[src/rtl/switch_pkg.sv]
// Shared types for the switch output port: FSM state enum, byte width and
// the {eop, data} FIFO entry layout.
package switch_pkg;

    localparam int PORT_W = 8;

    typedef enum logic [0:0] {
        IDLE = 1'b0,
        SEND = 1'b1
    } port_state_e;

    typedef struct packed {
        logic              eop;
        logic [PORT_W-1:0] data;
    } fifo_entry_t;

endpackage

[src/rtl/sync_fifo.sv]
// Single-clock FIFO with first-word-fall-through read data, occupancy count
// and full/empty flags. Pushes while full and pops while empty are ignored.
module sync_fifo #(
    parameter int WIDTH = 9,
    parameter int DEPTH = 64
) (
    input  logic                     clock,
    input  logic                     reset,
    input  logic                     push,
    input  logic                     pop,
    input  logic [WIDTH-1:0]         wr_data,
    output logic [WIDTH-1:0]         rd_data,
    output logic                     full,
    output logic                     empty,
    output logic [$clog2(DEPTH):0]   count
);
    localparam int AW = $clog2(DEPTH);
    localparam logic [AW:0] DEPTH_C = (AW+1)'(DEPTH);

    logic [WIDTH-1:0] r_mem [DEPTH];
    logic [AW-1:0]    r_wr_ptr;
    logic [AW-1:0]    r_rd_ptr;
    logic [AW:0]      r_count;
    logic             w_push;
    logic             w_pop;

    assign w_push  = push & ~full;
    assign w_pop   = pop & ~empty;
    assign full    = (r_count == DEPTH_C);
    assign empty   = (r_count == '0);
    assign count   = r_count;
    assign rd_data = r_mem[r_rd_ptr];

    // NOTE: the storage array has no reset; emptiness is defined by the
    // pointers and count, so clearing the data would only cost logic.
    always_ff @(posedge clock) begin
        if (w_push) begin
            r_mem[r_wr_ptr] <= wr_data;
        end
    end

    // NOTE: state registers use non-blocking assignments so every flop
    // samples pre-edge values regardless of statement order.
    always_ff @(posedge clock) begin
        if (reset) begin
            r_wr_ptr <= '0;
            r_rd_ptr <= '0;
            r_count  <= '0;
        end else begin
            if (w_push) r_wr_ptr <= r_wr_ptr + 1'b1;
            if (w_pop)  r_rd_ptr <= r_rd_ptr + 1'b1;
            case ({w_push, w_pop})
                2'b10:   r_count <= r_count + 1'b1;
                2'b01:   r_count <= r_count - 1'b1;
                default: r_count <= r_count;
            endcase
        end
    end

endmodule

[src/rtl/switch_output_port.sv]
// Egress side of one switch output port: buffers fabric bytes and streams one
// complete packet at a time onto port when the consumer asserts read.
module switch_output_port
    import switch_pkg::*;
#(
    parameter int DEPTH  = 64,
    parameter int DATA_W = PORT_W
) (
    input  logic              clock,
    input  logic              reset,
    input  logic [DATA_W-1:0] in_data,
    input  logic              in_valid,
    input  logic              in_eop,
    output logic              in_full,
    output logic              overflow,
    input  logic              read,
    output logic              ready,
    output logic [DATA_W-1:0] port
);
    localparam int CW = $clog2(DEPTH) + 1;
    localparam logic [CW-1:0] DEPTH_C = CW'(DEPTH);

    port_state_e       r_state;
    port_state_e       w_state_nxt;
    fifo_entry_t       w_wr_entry;
    fifo_entry_t       w_rd_entry;
    logic [CW-1:0]     w_count;
    logic [CW-1:0]     r_pkt_count;
    logic              w_full;
    logic              w_empty;
    logic              w_push;
    logic              w_pop;
    logic              w_start;
    logic              w_inc;
    logic              w_dec;
    logic              r_ready;
    logic              r_last;
    logic              r_overflow;
    logic [DATA_W-1:0] r_port;
    logic [DATA_W-1:0] w_port_nxt;
    logic              w_ready_nxt;
    logic              w_last_nxt;

    assign in_full    = (w_count == DEPTH_C);
    assign w_push     = in_valid & ~w_full;
    assign w_wr_entry = {in_eop, in_data};
    assign w_start    = (r_state == IDLE) & read & r_ready & ~w_empty;
    assign w_inc      = w_push & in_eop;
    assign w_dec      = w_pop & w_rd_entry.eop;

    assign ready    = r_ready;
    assign port     = r_port;
    assign overflow = r_overflow;

    sync_fifo #(
        .WIDTH ($bits(fifo_entry_t)),
        .DEPTH (DEPTH)
    ) u_fifo (
        .clock   (clock),
        .reset   (reset),
        .push    (w_push),
        .pop     (w_pop),
        .wr_data (w_wr_entry),
        .rd_data (w_rd_entry),
        .full    (w_full),
        .empty   (w_empty),
        .count   (w_count)
    );

    always_ff @(posedge clock) begin
        if (reset) r_state <= IDLE;
        else       r_state <= w_state_nxt;
    end

    // NOTE: every combinational output gets a default first, so no path
    // through the case leaves a signal unassigned and infers a latch.
    always_comb begin
        w_state_nxt = r_state;
        case (r_state)
            IDLE:    if (w_start) w_state_nxt = SEND;
            SEND:    if (r_last)  w_state_nxt = IDLE;
            default: w_state_nxt = IDLE;
        endcase
    end

    // r_last marks that the byte now on port is the eop; the next edge ends SEND.
    always_comb begin
        w_pop       = 1'b0;
        w_port_nxt  = '0;
        w_last_nxt  = 1'b0;
        w_ready_nxt = (r_pkt_count != '0);
        case (r_state)
            IDLE: if (w_start) begin
                w_pop       = 1'b1;
                w_port_nxt  = w_rd_entry.data;
                w_last_nxt  = w_rd_entry.eop;
                w_ready_nxt = 1'b0;
            end
            SEND: if (!r_last) begin
                w_pop       = 1'b1;
                w_port_nxt  = w_rd_entry.data;
                w_last_nxt  = w_rd_entry.eop;
                w_ready_nxt = 1'b0;
            end
            default: ;
        endcase
    end

    always_ff @(posedge clock) begin
        if (reset) begin
            r_port  <= '0;
            r_ready <= 1'b0;
            r_last  <= 1'b0;
        end else begin
            r_port  <= w_port_nxt;
            r_ready <= w_ready_nxt;
            r_last  <= w_last_nxt;
        end
    end

    always_ff @(posedge clock) begin
        if (reset) begin
            r_pkt_count <= '0;
            r_overflow  <= 1'b0;
        end else begin
            case ({w_inc, w_dec})
                2'b10:   r_pkt_count <= r_pkt_count + 1'b1;
                2'b01:   r_pkt_count <= r_pkt_count - 1'b1;
                default: r_pkt_count <= r_pkt_count;
            endcase
            if (in_valid && in_full) r_overflow <= 1'b1;
        end
    end

endmodule

[config.mk]
export PLATFORM = sky130hd
export DESIGN_NAME = switch_output_port
export DESIGN_NICKNAME = d
export VERILOG_FILES = /design/src/rtl/switch_pkg.sv /design/src/rtl/sync_fifo.sv /design/src/rtl/switch_output_port.sv
export SDC_FILE = /design/constraint.sdc
export NUM_CORES = 1
export LEC_CHECK = 0
export ABC_AREA = 1
export CAP_MARGIN = 10
export CORE_UTILIZATION = 45
export CTS_CLUSTER_SIZE = 25
export DETAILED_ROUTE_END_ITERATION = 12
export HOLD_SLACK_MARGIN = 0.15
export PLACE_DENSITY = 0.64
export SLEW_MARGIN = 30
export SYNTH_ARGS = -nofsm -noshare
export SYNTH_HDL_FRONTEND = slang
export SYNTH_SLANG_ARGS = --single-unit
[constraint.sdc]
create_clock -name clock -period 4.05 [get_ports clock]
set_input_delay 0.405 -clock clock [delete_from_list [all_inputs] [get_ports clock]]
set_output_delay 0.405 -clock clock [all_outputs]
set_load 0.005 [all_outputs]
Word level (Yosys, flattened, before mapping)
Memories as Yosys holds them, arrays and structs flattened. A register that Yosys moved wholly into a read port is not among the register bits.
Index checks and enable logic that the tools add are counted.
- register bits: 38
- bits in latches: 0
- RAM bits: 576
- bits in read-only memories: 0
- input port bits: 13
- memories kept: 1
- add/subtract/negate cells: 6
- $mul: 0
- div/mod/pow operators: 0
- magnitude comparators: 0
- equality and inequality tests: 5
- shift operators: 0
- mux-type cells: 18
- bitwise logic cells: 11
- reductions and logical operators: 5
- memory list (memory ; depth ; width ; read ports ; clocked after Yosys merged registers in ; write ports ; line ; source):
    u_fifo.r_mem ; 64 ; 9 ; 1 ; 1 ; 1 ; sync_fifo.sv:20 ; logic [WIDTH-1:0] r_mem [DEPTH];
- operators with widths (cell ; count):
    $pmux W7 S2 ; 2
    $mux W8 ; 2
    $pmux W8 S2 ; 1
    $add A7 B1 Y7 const B ; 2
    $sub A7 B1 Y7 const B ; 2
    $add A6 B1 Y6 const B ; 2
    $mux W6 ; 2
    $and A1 B1 Y1 ; 8
    $mux W1 ; 8
    $eq A7 B7 Y1 const B ; 1
    $logic_not A7 Y1 ; 1
    $reduce_bool A7 Y1 ; 1
    $pmux W1 S2 ; 3
    $eq A2 B1 Y1 const B ; 2
    $eq A2 B2 Y1 const B ; 2
    $reduce_bool A2 Y1 ; 2
    $not A1 Y1 ; 3
    $logic_and A1 B1 Y1 ; 1

Longest topological paths before layout
- depth after elaboration: 9
- gate-level depth with buffers: 26

By module
A second synthesis with hierarchy kept.
- cell total of the unflattened synthesis: 2345
- area total of the unflattened synthesis: 25878.6 um2
- modules (own cells, without submodules) (module ; instances ; cells an instance ; area each (um2) ; seq. area each (um2)):
    sync_fifo ; 1 ; 2191 ; 24847.6 ; 17797.1
    switch_output_port ; 1 ; 154 ; 1031.0 ; 380.4

Worst setup path before layout
OpenSTA, ideal clock, no wires.
- kind: register to register
- start point: reg (tool-made name)
- end point: reg r_pkt_count[6]
- arrival time: 2.897 ns
- required time: 3.937 ns
- slack: 1.040 ns
- stages on the path, launching flop included: 24
- buffers on the path: 4
- cell sequence: dfxtp_1 -> buf_6 -> buf_6 -> inv_8 -> clkbuf_1 -> o21ai_0 -> o221ai_1 -> nand3_1 -> nand3_1 -> nand3_1 -> a21oi_1 -> ha_1 -> buf_2 -> xor2_1 -> ha_1 -> a21oi_1 -> o21ai_0 -> nand2_1 -> nand2_1 -> nand2_1 -> o21ai_0 -> nand3_1 -> nor2_1 -> nor2_1
- RTL lines (what ; line ; source):
    end signal, assigned ; switch_output_port.sv:127 ; 2'b10: r_pkt_count <= r_pkt_count + 1'b1;
    end signal, assigned ; switch_output_port.sv:128 ; 2'b01: r_pkt_count <= r_pkt_count - 1'b1;
    end signal, assigned ; switch_output_port.sv:129 ; default: r_pkt_count <= r_pkt_count;
    end, declared ; switch_output_port.sv:28 ; logic [CW-1:0] r_pkt_count;

==> summary.md <==
| Metric | Value |
|---|---|
| Final cycle utilization of the critical path | `88.3%` |
| Synth Flop Type | `edfxtp_1` |
| Routed len/inst | `22.9 um` |
| Fill cells | `4,504` |
| Crit. End Element | `register` |
| Vias | `16,200` |
| Worst Skew | `0.0208 ns` |
| Synth-to-Final Area Change | `12.8%` |
| Crit path max fanout | `36` |
| Synth area leader | `edfxtp_1` |
| Total CTS buffers | `66` |
| Post-DP HPWL | `37.5 mm` |
| Global-route wire length before repair | `94.8 mm` |
| M1 WL | `27.1 mm` |
| Critical path buffers and inverters | `1` |
| Final ANT Viol Nets | `0` |
| Post-Synth Simple-Gate Area | `roughly a tenth` |
| Post-synthesis compound-gate area fraction | `12.0%` |
| Endpoints failing hold | `0` |
| Power density cells | `601 mW/mm2` |
| Placed cells | `2,609` |
| Most frequent cell after synthesis | `edfxtp_1` |
| Leakage | `between 9 and 10 nW` |
| Post-Syn Instances | `1,929` |
| Row count | `85` |
| Fin cells | `between 2,000 and 3,000` |
| Worst skew pair latency | `0.59 ns` |
| Post-synthesis async set-or-reset flop share | `0%` |
| Slew margin rel. | `32.1%` |
| Port Buf Inserts | `23` |
| Cell Chain, Critical Path | `inv_4 > o21ai_0 > o221ai_1 > nand3_1 > nand3_1 > nand3_1 > a21oi_1 > ha_1 > xor2_1 > ha_1 > a21oi_1 > o21ai_0 > nand2_1 > nand2_1 > nand2_1 > o21ai_0 > nand3_1 > nand2_1 > nand2_1 > nor2_1` |
| Synth area leaders | `edfxtp_1 (70%), nor2_1 (6.0%), o21ai_0 (5.7%), o221ai_1 (4.7%), dfxtp_1 (3.5%)` |
| Clock sinks | `620` |
| Worst-path clk slew | `0.06 ns` |
| Chip Width | `around 240 um` |
| Max Cap Viol | `0` |
| Unrepaired setup endpoints after global routing | `false` |
| H-tree Lvls | `3` |
| Worst path max stage delay | `0.46 ns` |
| Critical path type | `register to register` |
| Met3 wire length | `between 4 and 5 mm` |
| 1st-iter DRT viols | `1,985` |
| Final Max Tran Viols | `0` |
| Final setup fails | `0` |
| Seq/Total Area, Yosys | `73.1%` |
| Status | `finished clean` |
| DRC | `0` |
| Adder and majority gate portion of the synthesized area | `less than 1%` |
| Upper clock frequency limit | `0.280 GHz` |
| Post-CTS setup buffers | `0` |
| RePlAce Congestion | `0.876` |
| Avg Inst Size Synth | `approximately 13 um2` |
| Vias in the first global route | `15,900` |
| Layout Nets | `2,003` |
| Fin crit period | `approximately 3.6 ns` |
| Yosys warns | `0` |
| Critical Path RT | `4.57 ns` |
| Metal2 WL | `29.0 mm` |
| EDFF count, synth | `576` |
| Top-area cell type share of the netlist area | `between 60% and 70%` |
| Worst hold path class | `primary input to register` |
| Setup TNS | `0 ns` |
| Gr ovfl total | `0` |
| CTS tree | `yes` |
| Gr usage total | `around 22%` |
| Die area | `0.0562 mm2` |
| PostCTS Resize Cnt | `0` |
| Yosys reg bits | `between 600 and 700` |
| Post-synth top cells | `edfxtp_1 (576), nor2_1 (396), o21ai_0 (283)` |
| Die span in y | `237 um` |
| Uppermost layer routed | `met4` |
| Antenna Diode Count | `0` |
| Crit path launch type | `register` |
| Arrival time at the worst endpoint | `4.09 ns` |
| Proportion of layout cells with a drive suffix above 1 | `under 10%` |
| Xor/xnor share of the synthesized area | `less than 1%` |
| Initial antenna violation count | `0` |
| Unique masters post-synth | `34` |
| Core ar. | `0.0542 mm2` |
| Largest net degree at the start of global routing | `91` |
| Mapped Nets | `1,950` |
| Mux share of post-synthesis cell area | `0%` |
| First drt pass iteration count | `6` |
| I/O pin count | `24` |
| # hold bufs at CTS | `0` |
| Detailed Route WL | `62.3 mm` |
| Worst slew pin tran | `1.02 ns` |
| Post-Synthesis Cell Area | `0.0249 mm2` |
| Largest family of logic cells by synthesized area | `compound AO/OA/AOI/OAI gates` |
| Crit-path most repeated cell | `nand2_1` |
| Root buf cell | `clkbuf_16` |
| Vias per inst | `5.95` |
| Maximum vdd drop | `0.000384 V` |
| Initial core utilization | `between 40% and 50%` |
| Delay-heaviest family, CP | `compound AO/OA/AOI/OAI gates` |
| Clock tree buffer depth | `3` |
| Critical path's slowest cell | `dfxtp_4` |
[state kept, by name, indices dropped and copies added, names as in the netlist, named ones only]
| signal | flops |
|---|---|
| u_fifo.r_mem | 576 |
| r_last | 1 |
| r_pkt_count | 7 |
| u_fifo.r_rd_ptr | 6 |
| u_fifo.count | 7 |
| r_state | 1 |
| u_fifo.r_wr_ptr | 6 |
| ready | 1 |
| overflow | 1 |
| port | 8 |
[worst register-to-register path: stages (launching register included)]
cell and delay, ns:
dfxtp_4 0.46, inv_4 0.40, o21ai_0 0.20, o221ai_1 0.20, nand3_1 0.11, nand3_1 0.10
nand3_1 0.16, a21oi_1 0.30, ha_1 0.26, xor2_1 0.20, ha_1 0.18, a21oi_1 0.06
o21ai_0 0.20, nand2_1 0.08, nand2_1 0.08, nand2_1 0.07, o21ai_0 0.16, nand3_1 0.11
nand2_1 0.07, nand2_1 0.04, nor2_1 0.09
[metrics by stage]
step | worst slack, ns | power [mW] | utilization [%] | cell area, um2 | hold WS [ns]
floorplan | 1.04 | 10.1 | - | 24900 | 0.426
global placement | 0.577 | 10.9 | 47.7 | 25900 | 0.437
detailed placement | 0.575 | 11.0 | 47.7 | 25900 | 0.450
CTS | 0.544 | 16.9 | 51.6 | 28000 | 0.355
global route | 0.170 | 17.6 | 51.7 | 28000 | 0.235
finish | 0.473 | 16.9 | 51.7 | 28000 | 0.251
[final timing paths]
kind                                                      start                              end  slack [ns]  cells after the start
worst max-delay path                                   register      r_pkt_count[6]$_SDFFE_PP0P_        0.47                     20
worst min-delay path                                 in_data[4]    u_fifo.r_mem[31][4]$_DFFE_PP_        0.25                      1
worst max register to register                         register      r_pkt_count[6]$_SDFFE_PP0P_        0.47                     20
worst min register to register  u_fifo.r_rd_ptr[5]$_SDFFE_PP0P_  u_fifo.r_rd_ptr[5]$_SDFFE_PP0P_        0.47                      1
[where the power goes]
part	internal, mW	switching [mW]
clock	3.50	2.40
combinational	1.10	2.54
sequential	7.14	0.175
[layer usage]
layer	vias up	global-route usage [%]
li1	7340	-
met1	8112	31.0
met2	674	35.2
met3	105	3.87
met4	0	7.24
met5	-	0
[kinds of logic after synthesis]
family / after synthesis
AOI/OAI and AO/OA: 486
xor gates and xnor gates: 11
adders and majority gates: 8
buffers and inverters: 182
DFF: 620
and+or+nand+nor: 622
[final cells by class]
type / count / area (um2) / share of cell area [%]
Sequential cell: 620 / 18200 / 64.8
Timing Repair Buffer: 113 / 888 / 3.17
Clock buffer: 90 / 1920 / 6.85
Tap cell: 696 / 871 / 3.10
Multi-Input combinational cell: 1127 / 5770 / 20.6
Clock inverter: 26 / 198 / 0.705
Inverter: 54 / 213 / 0.758
[placed cells by master (no fill, tap or decap), drive strengths merged]
cell           synthesis  layout
nand3b                 2       2
nand4                  8       8
nor3b                  2       2
edfxtp               576     576
nor4                   1       1
or2                    1       1
xor2                   8       8
clkbuf                59      90
nor2                 396     396
xnor2                  3       3
a21oi                 28      28
dfxtp                 44      44
clkdlybuf4s50          0      14
inv                   50      51
o21ai                308     308
nand2                 49      49
o221ai               134     134
bufinv                 0       3
ha                     8       8
clkinv                 4      24
o22ai                  2       2
buf                   69      99
nor3                  10      10
clkinvlp               0       2
nand3                151     151
and3                   2       2
o211ai                14      14
Note: power is estimated with default switching activity, not from simulation.
